### src/rtl/win_scan_pkg.sv
// rtl/win_scan_pkg.sv - shared types, default geometry and width helper for the window scan controller
package win_scan_pkg;

    typedef enum logic [1:0] {
        IDLE = 2'd0,
        FILL = 2'd1,
        RUN  = 2'd2,
        ERR  = 2'd3
    } scan_state_e;

    localparam int DEF_IMAGE_WIDTH  = 640;
    localparam int DEF_IMAGE_HEIGHT = 480;
    localparam int DEF_WIN_W        = 52;
    localparam int DEF_WIN_H        = 52;

    // A dimension of 1 still needs one bit so the ports never collapse to zero width.
    function automatic int cnt_width(input int dim);
        return (dim <= 1) ? 1 : $clog2(dim);
    endfunction

endpackage

### src/rtl/raster_counter.sv
// rtl/raster_counter.sv - col/row raster position with wrap, origin load and enable
module raster_counter
    import win_scan_pkg::*;
#(
    parameter int WIDTH  = DEF_IMAGE_WIDTH,
    parameter int HEIGHT = DEF_IMAGE_HEIGHT,
    localparam int CW    = cnt_width(WIDTH),
    localparam int RW    = cnt_width(HEIGHT)
) (
    input  logic          clk,
    input  logic          rst,
    input  logic          load_origin_i,
    input  logic          enable_i,
    output logic [CW-1:0] col_in_o,
    output logic [RW-1:0] row_in_o
);

    localparam logic [CW-1:0] COL_MAX = CW'(WIDTH - 1);
    localparam logic [RW-1:0] ROW_MAX = RW'(HEIGHT - 1);

    logic [CW-1:0] col_q, col_d;
    logic [RW-1:0] row_q, row_d;

    // Position of the pixel on the input this cycle; a start-of-frame pixel is (0,0).
    assign col_in_o = load_origin_i ? '0 : col_q;
    assign row_in_o = load_origin_i ? '0 : row_q;

    always_comb begin
        col_d = col_q;
        row_d = row_q;
        if (enable_i) begin
            if (col_in_o == COL_MAX) begin
                col_d = '0;
                row_d = (row_in_o == ROW_MAX) ? '0 : row_in_o + 1'b1;
            end else begin
                col_d = col_in_o + 1'b1;
                row_d = row_in_o;
            end
        end else if (load_origin_i) begin
            col_d = '0;
            row_d = '0;
        end
    end

    always_ff @(posedge clk) begin
        if (rst) begin
            col_q <= '0;
            row_q <= '0;
        end else begin
            col_q <= col_d;
            row_q <= row_d;
        end
    end

endmodule

### src/rtl/win_scan_ctrl.sv
// rtl/win_scan_ctrl.sv - raster tracker flagging complete in-image windows on the line-buffer taps
module win_scan_ctrl
    import win_scan_pkg::*;
#(
    parameter int IMAGE_WIDTH  = DEF_IMAGE_WIDTH,
    parameter int IMAGE_HEIGHT = DEF_IMAGE_HEIGHT,
    parameter int WIN_W        = DEF_WIN_W,
    parameter int WIN_H        = DEF_WIN_H,
    localparam int CW          = cnt_width(IMAGE_WIDTH),
    localparam int RW          = cnt_width(IMAGE_HEIGHT)
) (
    input  logic          clk,
    input  logic          rst,
    input  logic          pix_valid,
    input  logic          pix_sof,
    output logic          win_valid,
    output logic [CW-1:0] win_col,
    output logic [RW-1:0] win_row,
    output logic          eol,
    output logic          frame_done,
    output logic          err
);

    if (WIN_W > IMAGE_WIDTH || WIN_H > IMAGE_HEIGHT) begin : g_geom_check
        $error("win_scan_ctrl: window larger than image");
    end

    localparam logic [CW-1:0] COL_MAX    = CW'(IMAGE_WIDTH - 1);
    localparam logic [RW-1:0] ROW_MAX    = RW'(IMAGE_HEIGHT - 1);
    localparam logic [CW-1:0] COL_WIN_M1 = CW'(WIN_W - 1);
    localparam logic [RW-1:0] ROW_WIN_M1 = RW'(WIN_H - 1);

    scan_state_e state_q, state_d;

    logic          accept, restart;
    logic [CW-1:0] col_in;
    logic [RW-1:0] row_in;
    logic          last_col, last_pix, rows_full;

    logic          win_valid_q, win_valid_d;
    logic [CW-1:0] win_col_q, win_col_d;
    logic [RW-1:0] win_row_q, win_row_d;
    logic          eol_q, eol_d;
    logic          frame_done_q, frame_done_d;
    logic          err_q, err_d;

    raster_counter #(
        .WIDTH  (IMAGE_WIDTH),
        .HEIGHT (IMAGE_HEIGHT)
    ) u_raster (
        .clk           (clk),
        .rst           (rst),
        .load_origin_i (restart),
        .enable_i      (accept),
        .col_in_o      (col_in),
        .row_in_o      (row_in)
    );

    assign last_col  = (col_in == COL_MAX);
    assign last_pix  = last_col && (row_in == ROW_MAX);
    assign rows_full = (row_in >= ROW_WIN_M1);

    always_comb begin
        state_d = state_q;
        accept  = 1'b0;
        restart = 1'b0;
        err_d   = 1'b0;
        unique case (state_q)
            IDLE: begin
                if (pix_valid && pix_sof) begin
                    accept  = 1'b1;
                    restart = 1'b1;
                end
            end
            ERR: begin
                err_d = 1'b1;
                if (pix_valid && pix_sof) begin
                    accept  = 1'b1;
                    restart = 1'b1;
                    err_d   = 1'b0;
                end
            end
            FILL, RUN: begin
                // The cascade shifts every clock, so a gap corrupts the taps.
                if (!pix_valid) begin
                    state_d = ERR;
                    err_d   = 1'b1;
                end else begin
                    accept = 1'b1;
                    if (pix_sof) begin
                        restart = 1'b1;
                        err_d   = 1'b1;
                    end
                end
            end
            default: state_d = IDLE;
        endcase

        if (accept) begin
            if (last_pix)       state_d = IDLE;
            else if (rows_full) state_d = RUN;
            else                state_d = FILL;
        end

        win_valid_d  = accept && rows_full && (col_in >= COL_WIN_M1);
        win_col_d    = win_valid_d ? col_in - COL_WIN_M1 : '0;
        win_row_d    = win_valid_d ? row_in - ROW_WIN_M1 : '0;
        eol_d        = accept && last_col;
        frame_done_d = accept && last_pix;
    end

    always_ff @(posedge clk) begin
        if (rst) begin
            state_q      <= IDLE;
            win_valid_q  <= 1'b0;
            win_col_q    <= '0;
            win_row_q    <= '0;
            eol_q        <= 1'b0;
            frame_done_q <= 1'b0;
            err_q        <= 1'b0;
        end else begin
            state_q      <= state_d;
            win_valid_q  <= win_valid_d;
            win_col_q    <= win_col_d;
            win_row_q    <= win_row_d;
            eol_q        <= eol_d;
            frame_done_q <= frame_done_d;
            err_q        <= err_d;
        end
    end

    assign win_valid  = win_valid_q;
    assign win_col    = win_col_q;
    assign win_row    = win_row_q;
    assign eol        = eol_q;
    assign frame_done = frame_done_q;
    assign err        = err_q;

endmodule

### config.mk
export PLATFORM = sky130hd
export DESIGN_NAME = win_scan_ctrl
export DESIGN_NICKNAME = d
export VERILOG_FILES = /design/src/rtl/win_scan_pkg.sv /design/src/rtl/raster_counter.sv /design/src/rtl/win_scan_ctrl.sv
export SDC_FILE = /design/constraint.sdc
export NUM_CORES = 1
export LEC_CHECK = 0
export CAP_MARGIN = 15
export CORE_MARGIN = 5
export CORE_UTILIZATION = 59
export DETAILED_ROUTE_END_ITERATION = 8
export GPL_ROUTABILITY_DRIVEN = 0
export GPL_TIMING_DRIVEN = 0
export HOLD_SLACK_MARGIN = 0.05
export PLACE_DENSITY = 0.8
export SYNTH_ARGS = -nofsm -noshare
export SYNTH_HDL_FRONTEND = slang
export SYNTH_SLANG_ARGS = --single-unit
### constraint.sdc
create_clock -name clk -period 5.3 [get_ports clk]
set_clock_uncertainty 0.15 [all_clocks]
set_input_delay 0.795 -clock clk [delete_from_list [all_inputs] [get_ports clk]]
set_output_delay 0.795 -clock clk [all_outputs]
set_load 0.01 [all_outputs]
==> impl_metrics.env, run 1 <==
export IMPL_worst_pin_slew_ps=641.5
export IMPL_htreeDepth=2
export IMPL_drtPass1Iterations=5
export IMPL_dieWidth_um=71.25
export IMPL_final_setup_tns_ps=0
export IMPL_ys_types=52
export IMPL_maxCapViolCount=0
export IMPL_synthMostInstantiatedCell="dfxtp_1"
export IMPL_fmax_mhz=259.3
export IMPL_path_delay_family="buffers and inverters"
export IMPL_power_mw=0.5879
export IMPL_worstPathArrival_ps=3870
export IMPL_worstSetupStartpointType="input port"
export IMPL_drt_vias_per_instance=5.807
export IMPL_critPathKind="input port to flop"
export IMPL_reg2regPathDepth=8
export IMPL_synth_flop_cell="dfxtp_1"
export IMPL_grt_pass1_vias=1812
export IMPL_drtAntennaViolNets=0
export IMPL_cts_tree="built"
export IMPL_drt_total_wl_um=5009
export IMPL_grt_antenna_before_repair=0
export IMPL_clk_pin_slew_ps=70
export IMPL_insertion_delay_ps=300
export IMPL_yosys_top_cells_area="dfxtp_1 (40%), nor2_1 (4.9%), xnor2_1 (4.0%), nand2_1 (3.9%), a21oi_1 (3.8%)"
export IMPL_holdPathStages=2
export IMPL_vias=2015
export IMPL_critPathMaxFanout=10
export IMPL_synth_edff_count=0
export IMPL_p_leak_nw=0.9114
export IMPL_first_iter_violations=116
export IMPL_ctsLongestPathBuffers=2
export IMPL_numCtsBuffers=5
export IMPL_worst_path_buf_inv=5
export IMPL_syn_to_final_growth_pct=17.07
export IMPL_slowest_stage="or4_4"
export IMPL_design_die_area_sq_um=5077
export IMPL_cp_num_cells=13
export IMPL_core_rowCount=22
export IMPL_grt_pass1_wl_um=8404
export IMPL_path_cells="buf_6, nand2_1, clkbuf_1, buf_2, clkbuf_1, and2_1, ha_1, buf_2, nand4_1, or4_4, a21oi_1, nand2b_1, a31oi_1"
export IMPL_die_h_um=71.25
export IMPL_postCtsSetupBuffers=0
export IMPL_holdPathEnd="u_raster.row_q[8]"
export IMPL_initial_utilization=0.6046
export IMPL_grt_overflow_total=0
export IMPL_clock_sinks=44
export IMPL_grt_use_total=0.2080
export IMPL_slowest_delay_ps=580
export IMPL_r2r_end="u_raster.row_q[6]"
export IMPL_diodes=0
export IMPL_fin_crit_ps=3857
export IMPL_rsz0062_at_grt="no"
export IMPL_port_buffers=24
export IMPL_hp_start="u_raster.row_q[8]"
export IMPL_nets=307
export IMPL_hold_viol_final=0
export IMPL_async_flop_share=0
export IMPL_grt_max_degree=13
export IMPL_relSlewSlack=0.5695
export IMPL_critPathCaptureType="flop"
export IMPL_synth_seq_cells=44
export IMPL_critPathRequiredTime_ps=5310
export IMPL_synthCells=268
export IMPL_dp_hpwl_um=3562
export IMPL_synth_top_area_share=0.3980
export IMPL_whs_ps=433.0
export IMPL_remaining_drc_errors=0
export IMPL_syn_mean_instance_area_sq_um=8.259
export IMPL_syn_nets=276
export IMPL_worst_ir_drop_vdd_mv=0.1190
export IMPL_power_density_nw_per_um2=226.9
export IMPL_root_buffer="clkbuf_8"
export IMPL_yosys_warnings=0
export IMPL_regToRegSetupSlack_ps=2710
export IMPL_hold_path_class="flop to flop"
export IMPL_timing_final_crit_share=0.7277
export IMPL_synth_yosys_seq_area_share=0.3980
export IMPL_synth_commonest_cells="dfxtp_1 (44), nor2_1 (29), nand2_1 (23)"
export IMPL_status="finished clean"
export IMPL_drv_slew=0
export IMPL_drt_wirelength_per_cell_um=14.44
export IMPL_r2r_start="u_raster.col_q[0]"
export IMPL_setup_violations=0
export IMPL_ctsResizeCount=0
export IMPL_syn_area_sq_um=2213
export IMPL_io_pins=27
export IMPL_holdBufCountCts=0
export IMPL_synth_top_cell_by_area="dfxtp_1"
export IMPL_drive_above_1_share=0.08027
export IMPL_n_fill_cell=295
export IMPL_core_sq_um=3661
[report_power, final]
group,switching [mW],internal (mW)
logic,0.0323,0.0197
clock network,0.106,0.0896
registers,0.00515,0.335
total,0.144,0.444
[registers in the layout, indices dropped and copies added (netlist names), 2 cells and up]
| signal | cells |
|---|---|
| state_q | 2 |
| u_raster.col_q | 10 |
| win_row | 9 |
| u_raster.row_q | 9 |
| win_col | 10 |
[cell type report]
| class | count | area, sq um | share of cell area |
|---|---|---|---|
| sequential | 44 | 880.8 | 0.3399 |
| multi-input combinational | 192 | 1174 | 0.4529 |
| clock inverter | 1 | 5.005 | 0.001931 |
| clock buffer | 6 | 72.57 | 0.02801 |
| tap | 48 | 60.06 | 0.02318 |
| inverter | 7 | 26.28 | 0.01014 |
| timing repair buffer | 24 | 240.2 | 0.09271 |
| buffer | 25 | 132.6 | 0.05118 |
[through the flow]
stage / instances / worst slack, ps / cell area, sq um / utilization
CTS: 347 / 1502 / 2591 / 0.7078
detailed placement: 340 / 1208 / 2514 / 0.6866
floorplan: 268 / 1775 / 2213 / -
finish: 347 / 1443 / 2591 / 0.7078
global route: 347 / 1181 / 2591 / 0.7078
global placement: 340 / 1189 / 2514 / 0.6866
[layer usage]
layer | up-vias | global-route usage | wire [um]
met5 | - | 0 | 0
met4 | 0 | 0.09812 | 92
met3 | 12 | 0.05750 | 514
met2 | 104 | 0.3092 | 2257
met1 | 893 | 0.2793 | 2145
li1 | 1006 | - | -
[worst max-delay path by stage]
stage	end	startpoint	slack (ps)
after floorplan	u_raster.row_q[3]	pix_valid	1770
after global placement	u_raster.row_q[6]	pix_valid	1190
after detailed placement	u_raster.row_q[6]	pix_valid	1210
after CTS	u_raster.row_q[6]	pix_valid	1500
after global routing	u_raster.row_q[8]	pix_valid	1180
final	u_raster.row_q[6]	pix_valid	1440
[layout by cell type (no fill, tap or decap), drive strengths merged, types with 4 or more instances in the layout]
master	count
nand3	11
nand2	24
inv	7
xnor2	10
clkdlybuf4s50	24
a21oi	17
ha	4
and2	9
clkbuf	20
nor3	11
nor2	30
nand4	5
o21ai	12
or3	4
nor4	5
buf	11
dfxtp	44
xor2	8
[worst reg2reg max path, stage by stage, from the launching register on]
cell      delay (ps)
dfxtp_1          490
and2_1           200
ha_1             140
buf_2            200
nand4_1          240
or4_4            580
a21oi_1          220
nand2b_1         130
a31oi_1           90
[logic make-up after synthesis]
kind of cell    after synthesis  synth area share
compound gates               54            0.1566
xor+xnor                     18           0.07123
fa+ha+maj                     4           0.02261
buf+inv                      32           0.07179
flops                        44            0.3980
mux                           2          0.009045
simple gates                114            0.2708
(Power assumes the default switching activity.)
==> run 2: changes to the inputs <==
--- a/config.mk
+++ b/config.mk
@@ -7,12 +7,12 @@
 export LEC_CHECK = 0
 export CAP_MARGIN = 15
 export CORE_MARGIN = 5
-export CORE_UTILIZATION = 59
+export CORE_UTILIZATION = 55
 export DETAILED_ROUTE_END_ITERATION = 8
 export GPL_ROUTABILITY_DRIVEN = 0
 export GPL_TIMING_DRIVEN = 0
 export HOLD_SLACK_MARGIN = 0.05
-export PLACE_DENSITY = 0.8
+export PLACE_DENSITY = 0.75
 export SYNTH_ARGS = -nofsm -noshare
 export SYNTH_HDL_FRONTEND = slang
 export SYNTH_SLANG_ARGS = --single-unit
==> constraint.sdc (replaced) <==
create_clock -name clk -period 3.8 [get_ports clk]
set_clock_uncertainty 0.15 [all_clocks]
set_input_delay 0.57 -clock clk [delete_from_list [all_inputs] [get_ports clk]]
set_output_delay 0.57 -clock clk [all_outputs]
set_load 0.01 [all_outputs]
==> run 2 against run 1 <==
Net effect:
- setup slack got worse by 1200 ps
- final cell count rose by 0.86%
- non-clock buffer count did not move
- first-iteration DRC count rose by 83%
- register-to-register slack got worse by 1600 ps
- sequential share of layout area fell by 0.68 points
- global-route usage fell by 0.36 points
- critical path type unchanged
- largest cell class unchanged
- largest power group unchanged
==> impl_metrics.env, run 2 (synthesized netlist as in run 1, its figures left out) <==
export IMPL_p_leak_nw=0.9375
export IMPL_drtPass1Iterations=4
export IMPL_placed_cells=342
export IMPL_final_core_util=0.6706
export IMPL_hold_viol_final=0
export IMPL_rsz0062_at_grt="no"
export IMPL_nets=307
export IMPL_grt_antenna_before_repair=0
export IMPL_fmax_mhz=282.0
export IMPL_syn_to_final_growth_pct=19.45
export IMPL_worstSetupStartpointType="input port"
export IMPL_final_area_sq_um=2644
export IMPL_initial_utilization=0.5614
export IMPL_critPathKind="input port to flop"
export IMPL_drtAntennaViolNets=0
export IMPL_cts_tree="built"
export IMPL_critPathRequiredTime_ps=3800
export IMPL_dp_hpwl_um=3760
export IMPL_clock_sinks=44
export IMPL_setup_violations=0
export IMPL_dieWidth_um=73.44
export IMPL_design_die_area_sq_um=5393
export IMPL_layout_common_cells="dfxtp_1 (44), nor2_1 (29), clkdlybuf4s50_1 (24)"
export IMPL_worst_ir_drop_vdd_mv=0.2190
export IMPL_io_pins=27
export IMPL_vias=2052
export IMPL_drive_above_1_share=0.09000
export IMPL_grt_pass1_wl_um=8604
export IMPL_first_iter_violations=212
export IMPL_grt_max_degree=14
export IMPL_critPathMaxFanout=10
export IMPL_drt_vias_per_instance=5.863
export IMPL_worstPathArrival_ps=3550
export IMPL_final_setup_tns_ps=0
export IMPL_timing_final_crit_share=0.9331
export IMPL_slowest_delay_ps=600
export IMPL_relSlewSlack=0.5776
export IMPL_slowest_stage="or4_4"
export IMPL_core_rowCount=23
export IMPL_critPathCaptureType="flop"
export IMPL_drv_slew=0
export IMPL_n_fill_cell=352
export IMPL_grt_overflow_total=0
export IMPL_status="finished clean"
export IMPL_remaining_drc_errors=0
export IMPL_core_sq_um=3943
export IMPL_power_density_nw_per_um2=353.1
export IMPL_grt_pass1_vias=1768
export IMPL_maxCapViolCount=0
export IMPL_die_h_um=73.44
export IMPL_final_instance_count_excl_fill=350
export IMPL_drt_total_wl_um=5251
export IMPL_ctsLongestPathBuffers=2
export IMPL_path_delay_family="buffers and inverters"
export IMPL_drt_wirelength_per_cell_um=15.00
export IMPL_insertion_delay_ps=290
export IMPL_root_buffer="clkbuf_8"
export IMPL_worst_pin_slew_ps=629.4
export IMPL_fin_crit_ps=3546
export IMPL_register_area_sq_um=880.8
export IMPL_whs_ps=361.6
export IMPL_critPathMostFrequentCell="buf_2"
export IMPL_htreeDepth=2
export IMPL_postCtsSetupBuffers=0
export IMPL_grt_use_total=0.2044
export IMPL_path_cells="buf_6, nand2_1, clkbuf_1, buf_2, clkbuf_2, and2_1, ha_1, buf_2, nand4_1, or4_4, a21oi_1, nand2b_1, a31oi_1"
export IMPL_final_common_cell="dfxtp_1"
export IMPL_numCtsBuffers=5
export IMPL_hold_path_class="input port to flop"
export IMPL_port_buffers=24
export IMPL_clk_pin_slew_ps=80
export IMPL_dpl_cell_area_sq_um=2516
export IMPL_multi_input_area_sq_um=1174
export IMPL_worst_path_buf_inv=5
export IMPL_diodes=0
[run 2: cell count changes in the layout (fill, tap and decap cells not counted)]
cell       previous run  this run
clkbuf_1             15        13
clkbuf_8              5         7
bufinv_16             0         1
clkbuf_2              0         1
clkinv_2              1         0
[run 2: metal layers]
metal / wire length, um / track usage / up-vias / share of wire
li1: - / - / 1006 / -
met1: 2271 / 0.2849 / 922 / 0.43
met2: 2327 / 0.3118 / 110 / 0.44
met3: 565 / 0.06566 / 14 / 0.11
met4: 87 / 0.04024 / 0 / 0.017
met5: 0 / 0 / - / 0
[run 2: worst paths after layout]
kind | from | end | slack (ps) | depth (start not counted)
hold reg to reg | u_raster.col_q[1] | u_raster.col_q[1] | 420 | 2
setup / recovery | pix_valid | u_raster.row_q[6] | 250 | 13
setup reg to reg | u_raster.row_q[0] | win_col[4] | 1160 | 7
hold / removal | pix_valid | err | 360 | 2
[run 2: per-stage QoR]
| stage | power [mW] | setup slack [ps] |
|---|---|---|
| 2_1_floorplan | 0.5360 | 499.5 |
| 3_3_place_gp | 0.5541 | -104.3 |
| 3_5_place_dp | 0.5571 | -120.0 |
| 4_1_cts | 0.9378 | 162.9 |
| 5_1_grt | 0.9713 | 79.32 |
| 6_report | 0.9334 | 254.4 |
[run 2: repair_timing]
item,in CTS,in global routing
gates resized for setup,0,2
endpoints found under the setup margin,0,3
hold buffers,0,0
[run 2: power breakdown]
part	total, mW	switching (mW)	internal, mW
registers	0.474	0.00700	0.467
logic	0.0739	0.0461	0.0278
clock network	0.386	0.154	0.232
[run 2: final cells by class]
cell class | count | area share
Buffer | 25 | 0.05064
Clock buffer | 7 | 0.03644
Clock inverter | 1 | 0.01136
Inverter | 7 | 0.009938
Multi-Input combinational cell | 192 | 0.4439
Sequential cell | 44 | 0.3332
Tap cell | 50 | 0.02366
Timing Repair Buffer | 24 | 0.09087
[run 2: worst reg2reg max path: stages (launching register included)]
cell and delay [ps]:
dfxtp_1 350, and2_1 200, ha_1 160, clkbuf_1 370
a32oi_1 220, a21oi_1 390, o311ai_1 200, a2111oi_0 460
==> run 3: changes to the inputs <==
--- a/config.mk
+++ b/config.mk
@@ -13,6 +13,7 @@
 export GPL_TIMING_DRIVEN = 0
 export HOLD_SLACK_MARGIN = 0.05
 export PLACE_DENSITY = 0.75
+export SLEW_MARGIN = 25
 export SYNTH_ARGS = -nofsm -noshare
 export SYNTH_HDL_FRONTEND = slang
 export SYNTH_SLANG_ARGS = --single-unit
==> results of run 3 <==
Same layout as run 2: the final DEF is identical, and so are final timing and power.
